File: src/rtl/floating_point_divider_seq.sv
// Sequential restoring floating-point divider, one quotient bit per cycle.
// Define FP_DIV_EARLY_EXIT_EN to finish early on an exact zero remainder.
module result_rounder #(
    parameter int MANTISSA_WIDTH   = 23,
    parameter int ROUND_TO_NEAREST = 1
) (
    input  logic [MANTISSA_WIDTH-1:0] i_mant,
    input  logic                      i_guard,
    input  logic                      i_sticky,
    output logic [MANTISSA_WIDTH-1:0] o_mant,
    output logic                      o_carry
);
    logic w_inc;

    // Ties go to the even mantissa
    assign w_inc = (ROUND_TO_NEAREST != 0) && i_guard && (i_sticky || i_mant[0]);
    assign {o_carry, o_mant} = {1'b0, i_mant} + {{MANTISSA_WIDTH{1'b0}}, w_inc};
endmodule

module floating_point_divider_seq #(
    parameter int EXPONENT_WIDTH   = 8,
    parameter int MANTISSA_WIDTH   = 23,
    parameter int ROUND_TO_NEAREST = 1,
    parameter int ROUNDING_BITS    = 3
) (
    input  logic                                   clk,
    input  logic                                   rst_n,
    input  logic                                   in_valid,
    output logic                                   in_ready,
    input  logic [EXPONENT_WIDTH+MANTISSA_WIDTH:0] a,
    input  logic [EXPONENT_WIDTH+MANTISSA_WIDTH:0] b,
    output logic                                   out_valid,
    input  logic                                   out_ready,
    output logic [EXPONENT_WIDTH+MANTISSA_WIDTH:0] out,
    output logic                                   underflow_flag,
    output logic                                   overflow_flag,
    output logic                                   invalid_operation_flag,
    output logic                                   divide_by_zero_flag
);
    localparam int EW  = EXPONENT_WIDTH;
    localparam int MW  = MANTISSA_WIDTH;
    localparam int W   = EW + MW + 1;
    localparam int TRB = ROUNDING_BITS * ROUND_TO_NEAREST;
    localparam int Q   = MW + TRB + 2;
    localparam int CW  = $clog2(Q + 1);
    localparam int XW  = EW + 2;
    localparam logic signed [XW-1:0] BIAS    = XW'((1 << (EW - 1)) - 1);
    localparam logic signed [XW-1:0] EXP_MAX = XW'((1 << EW) - 1);
    localparam logic [Q-2:0]  LOW_MASK = (Q-1)'((1 << TRB) - 1);
    localparam logic [MW-1:0] QNAN_M   = (EW == 4 && MW == 3) ?
        {MW{1'b1}} : {1'b1, {(MW-1){1'b0}}};

    typedef enum logic [1:0] {S_IDLE, S_DIVIDE, S_NORM, S_DONE} state_t;

    state_t                r_state, w_next;
    logic [CW-1:0]         r_cnt;
    logic [MW+1:0]         r_rem;
    logic [MW:0]           r_div;
    logic [Q-1:0]          r_quo;
    logic signed [XW-1:0]  r_exp;
    logic                  r_sign;
    logic [W-1:0]          r_out;
    logic                  r_uf, r_of, r_inv, r_dbz;

    // Operand classification
    logic w_zero_a, w_zero_b, w_inf_a, w_inf_b, w_nan_a, w_nan_b;
    logic w_snan_a, w_snan_b, w_special, w_sign;
    logic [W-1:0] w_sp_out;
    logic w_sp_inv, w_sp_dbz;

    assign w_sign   = a[W-1] ^ b[W-1];
    assign w_zero_a = (a[W-2:MW] == '0);
    assign w_zero_b = (b[W-2:MW] == '0);
    assign w_inf_a  = (a[W-2:MW] == '1) && (a[MW-1:0] == '0);
    assign w_inf_b  = (b[W-2:MW] == '1) && (b[MW-1:0] == '0);
    assign w_nan_a  = (a[W-2:MW] == '1) && (a[MW-1:0] != '0);
    assign w_nan_b  = (b[W-2:MW] == '1) && (b[MW-1:0] != '0);
    assign w_snan_a = w_nan_a && !a[MW-1];
    assign w_snan_b = w_nan_b && !b[MW-1];
    assign w_special = w_zero_a || w_zero_b || w_inf_a || w_inf_b || w_nan_a || w_nan_b;

    always_comb begin
        w_sp_out = {w_sign, {EW{1'b1}}, {MW{1'b0}}};
        w_sp_inv = 1'b0;
        w_sp_dbz = 1'b0;
        if (w_nan_a || w_nan_b) begin
            w_sp_out = {1'b1, {EW{1'b1}}, QNAN_M};
            w_sp_inv = w_snan_a || w_snan_b;
        end else if ((w_zero_a && w_zero_b) || (w_inf_a && w_inf_b)) begin
            w_sp_out = {1'b1, {EW{1'b1}}, QNAN_M};
            w_sp_inv = 1'b1;
        end else if (w_zero_b) begin
            w_sp_dbz = 1'b1;
        end else if (!w_inf_a) begin
            w_sp_out = {w_sign, {(W-1){1'b0}}};
        end
    end

    // One restoring step
    logic [MW+2:0] w_diff;
    logic          w_ge;
    logic [MW:0]   w_rem_sel;
    logic [Q-1:0]  w_quo_nxt;

    assign w_diff    = {1'b0, r_rem} - {2'b00, r_div};
    assign w_ge      = !w_diff[MW+2];
    assign w_rem_sel = w_ge ? w_diff[MW:0] : r_rem[MW:0];
    assign w_quo_nxt = {r_quo[Q-2:0], w_ge};

    // Normalization and rounding
    logic [Q-2:0]         w_qn;
    logic signed [XW-1:0] w_exp_n, w_exp_r;
    logic [MW-1:0]        w_rmant;
    logic                 w_carry, w_sticky;

    assign w_qn     = r_quo[Q-1] ? r_quo[Q-2:0] : {r_quo[Q-3:0], 1'b0};
    assign w_exp_n  = r_exp - {{(XW-1){1'b0}}, ~r_quo[Q-1]};
    assign w_sticky = ((w_qn & LOW_MASK) != '0) || (r_rem != '0);
    assign w_exp_r  = w_exp_n + {{(XW-1){1'b0}}, w_carry};

    result_rounder #(
        .MANTISSA_WIDTH  (MW),
        .ROUND_TO_NEAREST(ROUND_TO_NEAREST)
    ) u_rounder (
        .i_mant  (w_qn[Q-2:TRB+1]),
        .i_guard (w_qn[TRB]),
        .i_sticky(w_sticky),
        .o_mant  (w_rmant),
        .o_carry (w_carry)
    );

    always_ff @(posedge clk or negedge rst_n) begin
        if (!rst_n) r_state <= S_IDLE;
        else        r_state <= w_next;
    end

    always_comb begin
        w_next = r_state;
        unique case (r_state)
            S_IDLE:   if (in_valid) w_next = w_special ? S_DONE : S_DIVIDE;
            S_DIVIDE: if (r_cnt == '0) w_next = S_NORM;
            S_NORM:   w_next = S_DONE;
            S_DONE:   if (out_ready) w_next = S_IDLE;
            default:  w_next = S_IDLE;
        endcase
    end

    always_comb begin
        in_ready  = (r_state == S_IDLE);
        out_valid = (r_state == S_DONE);
    end

    always_ff @(posedge clk or negedge rst_n) begin
        if (!rst_n) begin
            r_cnt  <= '0;
            r_rem  <= '0;
            r_div  <= '0;
            r_quo  <= '0;
            r_exp  <= '0;
            r_sign <= 1'b0;
            r_out  <= '0;
            r_uf   <= 1'b0;
            r_of   <= 1'b0;
            r_inv  <= 1'b0;
            r_dbz  <= 1'b0;
        end else begin
            unique case (r_state)
                S_IDLE: if (in_valid) begin
                    r_sign <= w_sign;
                    r_div  <= {1'b1, b[MW-1:0]};
                    r_rem  <= {2'b01, a[MW-1:0]};
                    r_quo  <= '0;
                    r_cnt  <= CW'(Q);
                    r_exp  <= $signed({2'b00, a[W-2:MW]})
                            - $signed({2'b00, b[W-2:MW]}) + BIAS;
                    r_uf   <= 1'b0;
                    r_of   <= 1'b0;
                    r_inv  <= w_special && w_sp_inv;
                    r_dbz  <= w_special && w_sp_dbz;
                    if (w_special) r_out <= w_sp_out;
                end
                S_DIVIDE: if (r_cnt != '0) begin
                    r_rem <= {w_rem_sel, 1'b0};
                    r_quo <= w_quo_nxt;
                    r_cnt <= r_cnt - 1'b1;
`ifdef FP_DIV_EARLY_EXIT_EN
                    if (w_ge && (w_rem_sel == '0)) begin
                        r_quo <= w_quo_nxt << (r_cnt - 1'b1);
                        r_cnt <= '0;
                    end
`endif
                end
                S_NORM: begin
                    if (w_exp_r <= 0) begin
                        r_out <= {r_sign, {(W-1){1'b0}}};
                        r_uf  <= 1'b1;
                    end else if (w_exp_r >= EXP_MAX) begin
                        r_out <= {r_sign, {EW{1'b1}}, {MW{1'b0}}};
                        r_of  <= 1'b1;
                    end else begin
                        r_out <= {r_sign, w_exp_r[EW-1:0], w_rmant};
                    end
                end
                default: ;
            endcase
        end
    end

    assign out                    = r_out;
    assign underflow_flag         = r_uf;
    assign overflow_flag          = r_of;
    assign invalid_operation_flag = r_inv;
    assign divide_by_zero_flag    = r_dbz;
endmodule

File: config.mk
export PLATFORM = sky130hd
export DESIGN_NAME = floating_point_divider_seq
export DESIGN_NICKNAME = d
export VERILOG_FILES = /design/src/rtl/floating_point_divider_seq.sv
export SDC_FILE = /design/constraint.sdc
export NUM_CORES = 1
export LEC_CHECK = 0
export CAP_MARGIN = 20
export CORE_ASPECT_RATIO = 0.9
export CORE_MARGIN = 5
export CORE_UTILIZATION = 57
export CTS_BUF_LIST = sky130_fd_sc_hd__clkbuf_4 sky130_fd_sc_hd__clkbuf_8
export DETAILED_ROUTE_END_ITERATION = 12
export HOLD_SLACK_MARGIN = 0.15
export PLACE_DENSITY = 0.91
export SLEW_MARGIN = 5
export SYNTH_ARGS = -nofsm -noshare
export SYNTH_HDL_FRONTEND = slang
export SYNTH_SLANG_ARGS = --single-unit
File: constraint.sdc
create_clock -name clk -period 5.45 [get_ports clk]
set_input_delay 1.09 -clock clk [delete_from_list [all_inputs] [get_ports clk]]
set_output_delay 1.09 -clock clk [all_outputs]
set_load 0.02 [all_outputs]
After elaboration in Yosys (flattened, before gate mapping)
Cells that the tools add are included.
{"block": "totals", "ff_bits": 131, "wordCells": 115}
{"block": "classes", "n_mux": 36, "reduce_logical": 43, "add_sub_neg": 7, "eq_ne": 13, "n_bitwise": 2, "n_lt_le_gt_ge": 2}
{"op": "32-bit two-way mux", "count": 4}
{"op": "31-bit two-way mux", "count": 4}
{"op": "32-bit one-hot mux with 2 select lines", "count": 1}
{"op": "28-bit two-way mux", "count": 2}
{"op": "28-bit one-hot mux with 2 select lines", "count": 1}
{"op": "25-bit two-way mux", "count": 2}
{"op": "25-bit one-hot mux with 2 select lines", "count": 1}
{"op": "23-bit zero test", "count": 2}
{"op": "23-bit nonzero test", "count": 2}
{"op": "27-bit two-way mux", "count": 1}
{"op": "27-bit nonzero test", "count": 1}
{"op": "25-bit by 24-bit subtractor with 26-bit output", "count": 1}
{"op": "25-bit nonzero test", "count": 1}
{"op": "23-bit by 1-bit adder with 24-bit output", "count": 1}
{"op": "24-bit two-way mux", "count": 1}
{"op": "8-bit equality test, second input constant", "count": 2}
{"op": "8-bit zero test", "count": 2}
{"op": "2-bit inequality test, second input constant", "count": 6}
{"op": "3-bit AND reduction", "count": 4}
{"op": "1-bit logical AND", "count": 11}
{"op": "10-bit by 1-bit adder with 10-bit output", "count": 1}
{"op": "9-bit by 8-bit adder with 10-bit output, second input constant", "count": 1}
{"op": "10-bit by 9-bit greater-or-equal comparator with 1-bit output, second input constant", "count": 1}
{"op": "10-bit by 1-bit <= comparator with 1-bit output, second input constant", "count": 1}
{"op": "22 further kinds", "count": 49}

Longest topological paths before layout
Gate-level depths: netlist of the first run.
{"block": "depth", "depth_word": 11, "ltp_mapped": 20, "depth_no_buf": 18}

By module
From an unflattened synthesis of the first run, not the netlist that was laid out.
{"block": "unflattened", "cells_unflattened": 1007, "hier_area_um2": 8984.9}
{"module": "floating_point_divider_seq", "seq_area_each_um2": 3278.1, "area_each_um2": 8488.1, "instances": 1, "cells_per_inst": 936}
{"module": "result_rounder", "seq_area_each_um2": 0.0, "area_each_um2": 496.7, "instances": 1, "cells_per_inst": 71}

Worst setup path after synthesis of the first run
OpenSTA, ideal clock, no wires.
{"block": "synth_path", "path_kind": "flip-flop to flip-flop", "from": "register r_quo[27]", "to": "register r_out[10] (netlist: out[10])", "t_arrival_ns": 4.139, "n_path_buf": 4, "slack_ns": 1.245, "setup_ns": 0.066, "synth_period_minus_slack_ns": 4.205, "path_stages_with_launch": 19, "cell_sequence": "dfrtp_1 buf_4 buf_1 buf_1 mux2_2 nand3_1 ha_1 inv_1 ha_1 fa_1 a21o_1 a21oi_2 o21ai_1 o41ai_2 xnor2_1 a31oi_2 nor4b_4 buf_6 a22o_1"}
{"block": "synth_via", "elab_chain_len": 11, "word_cells_on_any_way": 14}
{"item": "start: declaration", "line": "59", "rtl": "logic [Q-1:0] r_quo;"}
{"item": "start signal: assignment", "line": "184", "rtl": "r_quo <= w_quo_nxt;"}
{"item": "27-bit two-way mux", "line": "116", "rtl": "assign w_qn = r_quo[Q-1] ? r_quo[Q-2:0] : {r_quo[Q-3:0], 1'b0};"}
{"item": "27-bit nonzero test", "line": "118", "rtl": "assign w_sticky = ((w_qn & LOW_MASK) != '0) || (r_rem != '0);"}
{"item": "1-bit logical OR", "line": "118"}
{"item": "1-bit logical OR", "line": "16", "rtl": "assign w_inc = (ROUND_TO_NEAREST != 0) && i_guard && (i_sticky || i_mant[0]);"}
{"item": "1-bit logical AND", "line": "16"}
{"item": "23-bit by 1-bit adder with 24-bit output", "line": "17", "rtl": "assign {o_carry, o_mant} = {1'b0, i_mant} + {{MANTISSA_WIDTH{1'b0}}, w_inc};"}
{"item": "10-bit by 1-bit adder with 10-bit output", "line": "119", "rtl": "assign w_exp_r = w_exp_n + {{(XW-1){1'b0}}, w_carry};"}
{"item": "10-bit by 9-bit greater-or-equal comparator with 1-bit output", "line": "197", "rtl": "end else if (w_exp_r >= EXP_MAX) begin"}
{"item": "31-bit two-way mux", "line": "197"}
{"item": "31-bit two-way mux *", "line": "194", "rtl": "if (w_exp_r <= 0) begin"}
{"item": "32-bit one-hot mux with 2 select lines *", "line": "167", "rtl": "unique case (r_state)"}
{"item": "end signal: assignment", "line": "195", "rtl": "r_out <= {r_sign, {(W-1){1'b0}}};"}
{"item": "end signal: assignment", "line": "198", "rtl": "r_out <= {r_sign, {EW{1'b1}}, {MW{1'b0}}};"}
{"item": "end signal: assignment", "line": "201", "rtl": "r_out <= {r_sign, w_exp_r[EW-1:0], w_rmant};"}
{"item": "end: declaration", "line": "62", "rtl": "logic [W-1:0] r_out;"}
Every way passes the cells marked *; elsewhere a longest branch is shown, timed or not.
A chain may end at the register's enable or synchronous reset.

Worst setup path after layout of the first run
{"block": "layout_path", "from": "register r_quo[27]", "to": "register r_out[22] (netlist: out[22])"}
The elaborated chain is that of the path after synthesis.

==> summary.txt, run 1 <==
STA
--------------------------------------------------------------------------------------
Final Skew                                                                    11.41 ps
Maximum clock rate                                                           205.0 MHz
Shortest clock period the worst path allows after layout                       4879 ps
Final Max Slew Viols                                                                 0
Summed negative setup slack over all endpoints                                    0 ps
Hold slack final                                                              460.8 ps
Setup slack after layout                                                      570.9 ps
Transition time at the pin with the least slew margin                         949.5 ps
Period utilization                                                              0.8953
Final hold viol count                                                                0
RSZ-0062 raised after global routing                                             false
Relative max-transition margin                                                  0.3611
Setup violations, final                                                              0

HOLD PATH
--------------------------------------------------------------------------------------
Worst hold-check path type                                                     reg2reg

SYNTH
--------------------------------------------------------------------------------------
Net count after synthesis                                                         1162
Post-synthesis cell area                                                     9116 um^2
Synth warn                                                                           0
Number of cells produced by synthesis                                             1041
Mean instance size in the synthesized netlist                               8.757 um^2
Fraction of registers with async set/reset                                       1.000
Primary flip-flop cell chosen by synthesis mapping                        sky130_fd_sc_hd__dfrtp_1
Distinct cells, synth                                                               74
Sequential fraction of the synthesis area                                       0.3596
Number of flip-flops and latches in the synthesized netlist                        131
Post-synth EDFFs                                                                     0

CLOCK NETWORK
--------------------------------------------------------------------------------------
TritonCTS Buffers                                                                   17
Clock slew at the register clock pins of the worst setup and hold paths          80 ps
Number of clock sinks                                                              131
Buffer levels on the longest clock path                                              2
Clock latency on the worst-skew pair                                            480 ps
Buffer type at the clock tree root                                        sky130_fd_sc_hd__clkbuf_8
Number of buffers added to fix hold violations after cts                             0
Level count of the clock H-tree                                                      4
Setup Fix Bufs, Post-CTS                                                             0
Clock tree from TritonCTS                                                         done
Post-cts sizing count                                                                0

LAYOUT
--------------------------------------------------------------------------------------
ANT cells                                                                            0
Most common cell after layout, fill and taps aside                        sky130_fd_sc_hd__dfrtp_1
Final layout net count                                                            1250
Most frequent cells in the layout                                         131 x sky130_fd_sc_hd__dfrtp_1, 129 x sky130_fd_sc_hd__nand2_1, 104 x sky130_fd_sc_hd__clkdlybuf4s50_1, 64 x sky130_fd_sc_hd__inv_1, 62 x sky130_fd_sc_hd__nand3_1
Non-filler instance count after layout                                            1344
Ratio of cells with drive above 1 in the final layout                          0.09545
Layout Utilization                                                              0.6926
Area growth, synth to finish                                                    18.13%

PLACEMENT
--------------------------------------------------------------------------------------
Final weighted congestion in routability-driven placement                       0.9377
Detailed-placement wirelength estimate                                        17150 um
Worst slack after detailed placement                                          652.6 ps
DP Cell Count                                                                     1311
Port Buf Inserts                                                                   105

WORST SETUP PATH
--------------------------------------------------------------------------------------
Critical path class                                                            reg2reg
Worst Setup End Kind                                                          register
Crit path launch type                                                         register
Worst path required time                                                       5860 ps
Arr. time, crit path                                                           5280 ps
Largest driver fanout on the critical path                                          23

GRT
--------------------------------------------------------------------------------------
Aggregate global-route resource usage                                           0.2600
Wire length of the first global-routing pass                                  39020 um
Largest net degree at the start of global routing                                   65
Global route total overflow                                                          0
Antenna violations before repair                                                     0
Vias in the first global route                                                    8092

FLOORPLANNING
--------------------------------------------------------------------------------------
Die area                                                                    18630 um^2
Starting utilization of the core area                                           0.5863
Y dimension of the die                                                        130.0 um
Chip Width                                                                    143.3 um
Standard-cell row count                                                             43
Number of ports placed on the die boundary                                         106
Core area                                                                   15550 um^2

POWER
--------------------------------------------------------------------------------------
Worst vdd rail ir drop                                                        436.8 uV
Leakage power                                                              0.004685 uW
Power per cell area                                                       601.9 nW/um^2

DETAILED ROUTING
--------------------------------------------------------------------------------------
Total wirelength of the detailed-routed design                                23520 um
Detailed-route vias per instance                                                 6.140
Number of optimization iterations in the first detailed-route pass                   6
Antenna Nets Post-Route                                                              0
Detailed Route Iter0 Violations                                                    717
DRC violations left                                                                  0
Total number of vias                                                              8252
Wire length per cell after detailed routing                                   17.50 um

OUTCOME
--------------------------------------------------------------------------------------
Run status                                                                finished clean

RUN
--------------------------------------------------------------------------------------
Max_cap viols                                                                        0

[critical path, cell delays in order, from the launching register on]
cell and delay (ps):
sky130_fd_sc_hd__dfrtp_1 550, sky130_fd_sc_hd__buf_4 330, sky130_fd_sc_hd__mux2_2 200, sky130_fd_sc_hd__nand3_1 110, sky130_fd_sc_hd__nor4_2 420, sky130_fd_sc_hd__inv_1 90, sky130_fd_sc_hd__nor2_1 190, sky130_fd_sc_hd__nand3_1 110
sky130_fd_sc_hd__ha_1 290, sky130_fd_sc_hd__inv_1 50, sky130_fd_sc_hd__ha_1 200, sky130_fd_sc_hd__fa_1 400, sky130_fd_sc_hd__a21o_1 190, sky130_fd_sc_hd__a21oi_2 170, sky130_fd_sc_hd__o21ai_1 120, sky130_fd_sc_hd__o41ai_2 240
sky130_fd_sc_hd__xnor2_1 190, sky130_fd_sc_hd__a31oi_2 230, sky130_fd_sc_hd__nor4b_4 240, sky130_fd_sc_hd__buf_4 290, sky130_fd_sc_hd__a221o_1 190
[state kept, by name, indices dropped and copies added, names as in the netlist]
register	cells
invalid_operation_flag	1
r_sign	1
out	32
r_cnt	5
underflow_flag	1
r_rem	25
overflow_flag	1
divide_by_zero_flag	1
r_exp	10
r_quo	28
r_state	2
r_div	24
[routing by layer]
| metal | vias to the layer above | global-route usage | share of wire |
|---|---|---|---|
| li1 | 3922 | - | - |
| met4 | 0 | 0.1113 | 0.032 |
| met2 | 350 | 0.4108 | 0.46 |
| met5 | - | 0 | 0 |
| met1 | 3912 | 0.3482 | 0.43 |
| met3 | 68 | 0.05716 | 0.082 |
[cell usage after synthesis, drive strengths merged (4+ instances only)]
master,number,share of area
nand4,16,0.012
o211ai,8,0.0081
nand2,131,0.055
o22ai,6,0.0041
clkbuf,35,0.014
nor3,31,0.017
dfrtp,131,0.36
a22o,21,0.020
nor2b,14,0.010
nand3,63,0.035
xnor2,33,0.032
buf,14,0.010
ha,50,0.069
a31oi,9,0.0069
o21a,10,0.0082
o31ai,13,0.011
nand2b,4,0.0027
and3,15,0.010
a21o,14,0.012
o221a,6,0.0074
nor2,57,0.023
or3,5,0.0034
mux2,35,0.043
a21oi,60,0.034
o21ai,63,0.035
mux2i,23,0.025
and2,7,0.0048
xor2,34,0.033
nor4,23,0.016
inv,64,0.026
[where the power goes]
part           switching (uW)  internal (uW)  leakage [uW]
clock network             407            568      0.000230
logic                    2310           1600       0.00279
registers                 307           1300       0.00167
[path summary, 6_finish.rpt]
check	start	cells past startpoint	slack, ps	to
max	r_quo[27]$_DFFE_PN0P_	20	570	out[22]$_DFFE_PN0P_
min	r_div[23]$_DFFE_PN0P_	2	460	r_div[23]$_DFFE_PN0P_
max reg2reg	r_quo[27]$_DFFE_PN0P_	20	570	out[22]$_DFFE_PN0P_
min reg2reg	r_div[23]$_DFFE_PN0P_	2	460	r_div[23]$_DFFE_PN0P_
max in group asynchronous	rst_n	2	3580	out[26]$_DFFE_PN0P_
min in group asynchronous	rst_n	1	700	r_div[12]$_DFFE_PN0P_
[cell type report]
cell class,instances,area (um^2)
Clock buffer,20,262.8
Inverter,64,240.2
Clock inverter,12,205.2
Tap cell,202,252.7
Timing Repair Buffer,118,1146
Multi-Input combinational cell,797,5384
Fill cell,1214,4780
Sequential cell,131,3278
[through the flow]
stage	instance area, um^2	total power [uW]
4_1_cts	10760	6407
6_report	10770	6482
5_1_grt	10770	6959
3_3_place_gp	10290	5269
3_5_place_dp	10290	5401
2_1_floorplan	9116	4499
[cells by family (layout without fill, tap and decap cells)]
family,after synthesis,count (layout),share of synthesized area
simple gates,377,377,0.2009
mux,58,58,0.06849
xor+xnor,67,67,0.06437
compound gates,242,242,0.1803
buf+inv,113,214,0.05106
fa+ha+maj,53,53,0.07521
flops,131,131,0.3596
Power figures use the tool's default switching activity.
==> run 2: changes to the inputs <==
--- a/config.mk
+++ b/config.mk
@@ -5,14 +5,16 @@
 export SDC_FILE = /design/constraint.sdc
 export NUM_CORES = 1
 export LEC_CHECK = 0
+export ABC_AREA = 1
 export CAP_MARGIN = 20
 export CORE_ASPECT_RATIO = 0.9
 export CORE_MARGIN = 5
 export CORE_UTILIZATION = 57
 export CTS_BUF_LIST = sky130_fd_sc_hd__clkbuf_4 sky130_fd_sc_hd__clkbuf_8
 export DETAILED_ROUTE_END_ITERATION = 12
+export DONT_BUFFER_PORTS = 1
 export HOLD_SLACK_MARGIN = 0.15
-export PLACE_DENSITY = 0.91
+export PLACE_DENSITY = 0.82
 export SLEW_MARGIN = 5
 export SYNTH_ARGS = -nofsm -noshare
 export SYNTH_HDL_FRONTEND = slang
==> run 2 against run 1 <==
Against the previous run:
- first-iteration DRC count up 17%
- combinational power up 21%
- worst setup slack better by 260 ps
- largest cell class unchanged
==> summary.txt, run 2 <==
OUTCOME
--------------------------------------------------------------------------------------
Run status                                                                finished clean   unchanged

GRT
--------------------------------------------------------------------------------------
Largest net degree at the start of global routing                                  132   was 65
Antenna violations before repair                                                     0   unchanged
Wire length of the first global-routing pass                                  41230 um   was 39020 um
Aggregate global-route resource usage                                           0.2589   was 0.2600
Global route total overflow                                                          0   unchanged
Vias in the first global route                                                    8355   was 8092

LAYOUT
--------------------------------------------------------------------------------------
Non-filler instance count after layout                                            1612   was 1344
ANT cells                                                                            0   unchanged
Final non-filler cell area                                                  10180 um^2   was 10770 um^2
Flip-flop count of the largest register, all copies and words added                 32   unchanged
Most frequent cells in the layout                                         314 x sky130_fd_sc_hd__nand2_1, 213 x sky130_fd_sc_hd__inv_1, 145 x sky130_fd_sc_hd__nor2_1, 131 x sky130_fd_sc_hd__dfrtp_1, 122 x sky130_fd_sc_hd__nand3_1   was 131 x sky130_fd_sc_hd__dfrtp_1, 129 x sky130_fd_sc_hd__nand2_1, 104 x sky130_fd_sc_hd__clkdlybuf4s50_1, 64 x sky130_fd_sc_hd__inv_1, 62 x sky130_fd_sc_hd__nand3_1
Most common cell after layout, fill and taps aside                        sky130_fd_sc_hd__nand2_1   was sky130_fd_sc_hd__dfrtp_1
Area growth, synth to finish                                                    4.482%   was 18.13%
Filler instances                                                                  1573   was 1214
Final layout net count                                                            1509   was 1250
Ratio of cells with drive above 1 in the final layout                          0.05782   was 0.09545

DETAILED ROUTING
--------------------------------------------------------------------------------------
Number of optimization iterations in the first detailed-route pass                   8   was 6
Wire length on met2                                                           10260 um   was 10760 um
Detailed-route vias per instance                                                 5.635   was 6.140
Antenna Nets Post-Route                                                              0   unchanged
Routed wl met3                                                                 2530 um   was 1920 um
Wire length per cell after detailed routing                                   15.76 um   was 17.50 um
Detailed Route Iter0 Violations                                                    837   was 717
Top layer reached by signal wires                                                 met4   unchanged
Wire length on met1                                                           12230 um   was 10080 um
Total wirelength of the detailed-routed design                                25410 um   was 23520 um
Total number of vias                                                              9084   was 8252
DRC violations left                                                                  0   unchanged

WORST SETUP PATH
--------------------------------------------------------------------------------------
Largest driver fanout on the critical path                                          38   was 23
R2R Path End                                                              out[17]$_DFFE_PN0P_   was out[22]$_DFFE_PN0P_
Critical path class                                                            reg2reg   unchanged
Worst Setup End Kind                                                          register   unchanged
Worst setup path end                                                      out[17]$_DFFE_PN0P_   was out[22]$_DFFE_PN0P_
Worst path required time                                                       5840 ps   was 5860 ps
Origin of the worst setup path                                            r_quo[27]$_DFFE_PN0P_   unchanged
Register-to-register setup slack                                                830 ps   was 570 ps
Launch point of the worst reg-to-reg path                                 r_quo[27]$_DFFE_PN0P_   unchanged
Cell repeated most along the worst path                                   sky130_fd_sc_hd__nand2_1
Slowest Stage Delay on Critical Path                                            680 ps   was 550 ps
Arr. time, crit path                                                           5010 ps   was 5280 ps
Worst-case reg-to-reg path depth                                                    25   was 20
Crit path launch type                                                         register   unchanged
Slowest cell on crit path                                                 sky130_fd_sc_hd__dfrtp_1   unchanged

STA
--------------------------------------------------------------------------------------
Maximum clock rate                                                           216.7 MHz   was 205.0 MHz
Setup violations, final                                                              0   unchanged
Transition time at the pin with the least slew margin                         978.9 ps   was 949.5 ps
Relative max-transition margin                                                  0.3467   was 0.3611
Setup slack after layout                                                      834.6 ps   was 570.9 ps
Final Max Slew Viols                                                                 0   unchanged
Final Skew                                                                    13.50 ps   was 11.41 ps
Shortest clock period the worst path allows after layout                       4615 ps   was 4879 ps
Final hold viol count                                                                0   unchanged
Summed negative setup slack over all endpoints                                    0 ps   unchanged
Period utilization                                                              0.8469   was 0.8953
RSZ-0062 raised after global routing                                             false   unchanged

CLOCK NETWORK
--------------------------------------------------------------------------------------
TritonCTS Buffers                                                                   17   unchanged
Buffer type at the clock tree root                                        sky130_fd_sc_hd__clkbuf_8   unchanged
Number of buffers added to fix hold violations after cts                             0   unchanged
Post-cts sizing count                                                                0   unchanged
Clock slew at the register clock pins of the worst setup and hold paths          80 ps   about the same
Buffer levels on the longest clock path                                              2   unchanged
Clock latency on the worst-skew pair                                            470 ps   was 480 ps
Number of clock sinks                                                              131   unchanged
Clock tree from TritonCTS                                                         done   unchanged
Level count of the clock H-tree                                                      4   unchanged
Setup Fix Bufs, Post-CTS                                                             0   unchanged

SYNTH
--------------------------------------------------------------------------------------
Parity-gate share of the synthesized area counting xor and xnor cells          0.03237   was 0.06437
Library cell with the highest instance count after synthesis              sky130_fd_sc_hd__nand2_1   was sky130_fd_sc_hd__dfrtp_1
Top cell type's share of synthesized area                                       0.3365   was 0.3596
Post-synth EDFFs                                                                     0   unchanged
Fraction of registers with async set/reset                                       1.000   unchanged
Library cell with the largest summed area after synthesis                 sky130_fd_sc_hd__dfrtp_1   unchanged
Sequential fraction of the synthesis area                                       0.3365   was 0.3596
Post-synthesis compound-gate area fraction                                      0.1396   was 0.1803
Distinct cells, synth                                                               47   was 74
Mean instance size in the synthesized netlist                               6.939 um^2   was 8.757 um^2
Post-synthesis cell area                                                     9742 um^2   was 9116 um^2
Net count after synthesis                                                         1525   was 1162
Largest family of logic cells by synthesized area                         simple AND/OR/NAND/NOR gates   unchanged
Number of flip-flops and latches in the synthesized netlist                        131   unchanged
Simple-gate portion of the synthesized area                                     0.3121   was 0.2009
Multiplexer fraction of the synthesized cell area                                    0   was 0.06849
Leading post-synthesis cells by cell area                                 sky130_fd_sc_hd__dfrtp_1 34%, sky130_fd_sc_hd__nand2_1 12%, sky130_fd_sc_hd__inv_1 8.2%, sky130_fd_sc_hd__ha_1 6.4%, sky130_fd_sc_hd__nand3_1 6.3%   was sky130_fd_sc_hd__dfrtp_1 36%, sky130_fd_sc_hd__ha_1 6.9%, sky130_fd_sc_hd__nand2_1 5.4%, sky130_fd_sc_hd__mux2_2 4.3%, sky130_fd_sc_hd__nand3_1 3.4%
Number of cells produced by synthesis                                             1404   was 1041
Top cell types by occurrence after synthesis                              314 x sky130_fd_sc_hd__nand2_1, 213 x sky130_fd_sc_hd__inv_1, 145 x sky130_fd_sc_hd__nor2_1   was 131 x sky130_fd_sc_hd__dfrtp_1, 130 x sky130_fd_sc_hd__nand2_1, 64 x sky130_fd_sc_hd__inv_1
Adder-cell share of the synthesized area                                       0.07038   was 0.07521
Synth warn                                                                           0   unchanged
Primary flip-flop cell chosen by synthesis mapping                        sky130_fd_sc_hd__dfrtp_1   unchanged

POWER
--------------------------------------------------------------------------------------
Worst vdd rail ir drop                                                        322.8 uV   was 436.8 uV
Leakage power                                                              0.004996 uW   was 0.004685 uW
Power per cell area                                                       707.3 nW/um^2   was 601.9 nW/um^2
Overall power                                                                  7199 uW   was 6482 uW

HOLD PATH
--------------------------------------------------------------------------------------
Worst hold-check path type                                                    in2async   was reg2reg

RUN
--------------------------------------------------------------------------------------
Max_cap viols                                                                        0   unchanged

FLOORPLANNING
--------------------------------------------------------------------------------------
Core area                                                                   16830 um^2   was 15550 um^2
Starting utilization of the core area                                           0.5787   was 0.5863
Chip Width                                                                    147.8 um   was 143.3 um
Number of ports placed on the die boundary                                         106   unchanged
Die area                                                                    19810 um^2   was 18630 um^2
Y dimension of the die                                                        134.0 um   was 130.0 um
Standard-cell row count                                                             45   was 43

PLACEMENT
--------------------------------------------------------------------------------------
DP Cell Count                                                                     1580   was 1311
Worst slack after detailed placement                                          907.5 ps   was 652.6 ps
Port Buf Inserts                                                                     0   was 105
Detailed-placement wirelength estimate                                        19650 um   was 17150 um
Final weighted congestion in routability-driven placement                       0.9656   was 0.9377
Area of placed instances                                                     9811 um^2   was 10290 um^2

run 2: cell count changes after synthesis, moves of 23 or more:
cell	delta
sky130_fd_sc_hd__a21oi_1	+30
sky130_fd_sc_hd__inv_1	+149
sky130_fd_sc_hd__mux2_2	-35
sky130_fd_sc_hd__mux2i_1	-23
sky130_fd_sc_hd__nand2_1	+184
sky130_fd_sc_hd__nand3_1	+60
sky130_fd_sc_hd__nor2_1	+88
run 2: worst max-delay path, delay by kind of cell, from the launching register on:
kind / cells / cell delay [ps]
flip-flops: 1 / 680
AND/OR/NAND/NOR: 15 / 1850
AO/OA/AOI/OAI: 2 / 300
adder cells (fa/ha/maj): 3 / 970
buffers and inverters: 5 / 730
run 2: cell families after synthesis:
| kind of cell | after synthesis |
|---|---|
| buffers and inverters | 260 |
| AO/OA/AOI/OAI | 241 |
| AND/OR/NAND/NOR | 683 |
| adder cells (fa/ha/maj) | 53 |
| XOR/XNOR | 36 |
| flip-flops | 131 |
run 2: worst min-delay path by stage:
| stage | from | slack, ps | endpoint | cells past startpoint |
|---|---|---|---|---|
| global route | rst_n | 270 | r_div[12]$_DFFE_PN0P_ | 0 |
| global placement | r_div[23]$_DFFE_PN0P_ | 440 | r_div[23]$_DFFE_PN0P_ | 2 |
| detailed placement | r_div[23]$_DFFE_PN0P_ | 460 | r_div[23]$_DFFE_PN0P_ | 2 |
| floorplan | r_div[23]$_DFFE_PN0P_ | 430 | r_div[23]$_DFFE_PN0P_ | 2 |
| CTS | rst_n | 280 | r_div[12]$_DFFE_PN0P_ | 0 |
| finish | rst_n | 320 | r_div[12]$_DFFE_PN0P_ | 0 |
run 2: routing by layer:
layer | GRT usage | vias to the layer above
met5 | 0 | -
li1 | - | 4552
met3 | 0.09223 | 37
met4 | 0.06108 | 0
met1 | 0.3771 | 4168
met2 | 0.3694 | 327
run 2: area by class of cell:
cell class / count / area (um^2) / share of cell area
tap: 211 / 264.0 / 0.02594
sequential: 131 / 3278 / 0.3221
clock inverter: 12 / 98.84 / 0.009711
clock buffer: 20 / 269.0 / 0.02643
timing repair buffer: 6 / 45.04 / 0.004425
inverter: 219 / 822.0 / 0.08076
multi-input combinational: 1013 / 5401 / 0.5307
run 2: through the flow:
step / utilization / hold WS [ps]
2_1_floorplan: - / 425.9
3_3_place_gp: 0.5828 / 444.0
3_5_place_dp: 0.5828 / 464.4
4_1_cts: 0.6046 / 284.9
5_1_grt: 0.6046 / 269.3
6_report: 0.6046 / 315.8
run 2: report_power, final:
part,switching [uW],internal [uW]
clock,422,351
sequential,349,1360
combinational,3160,1560
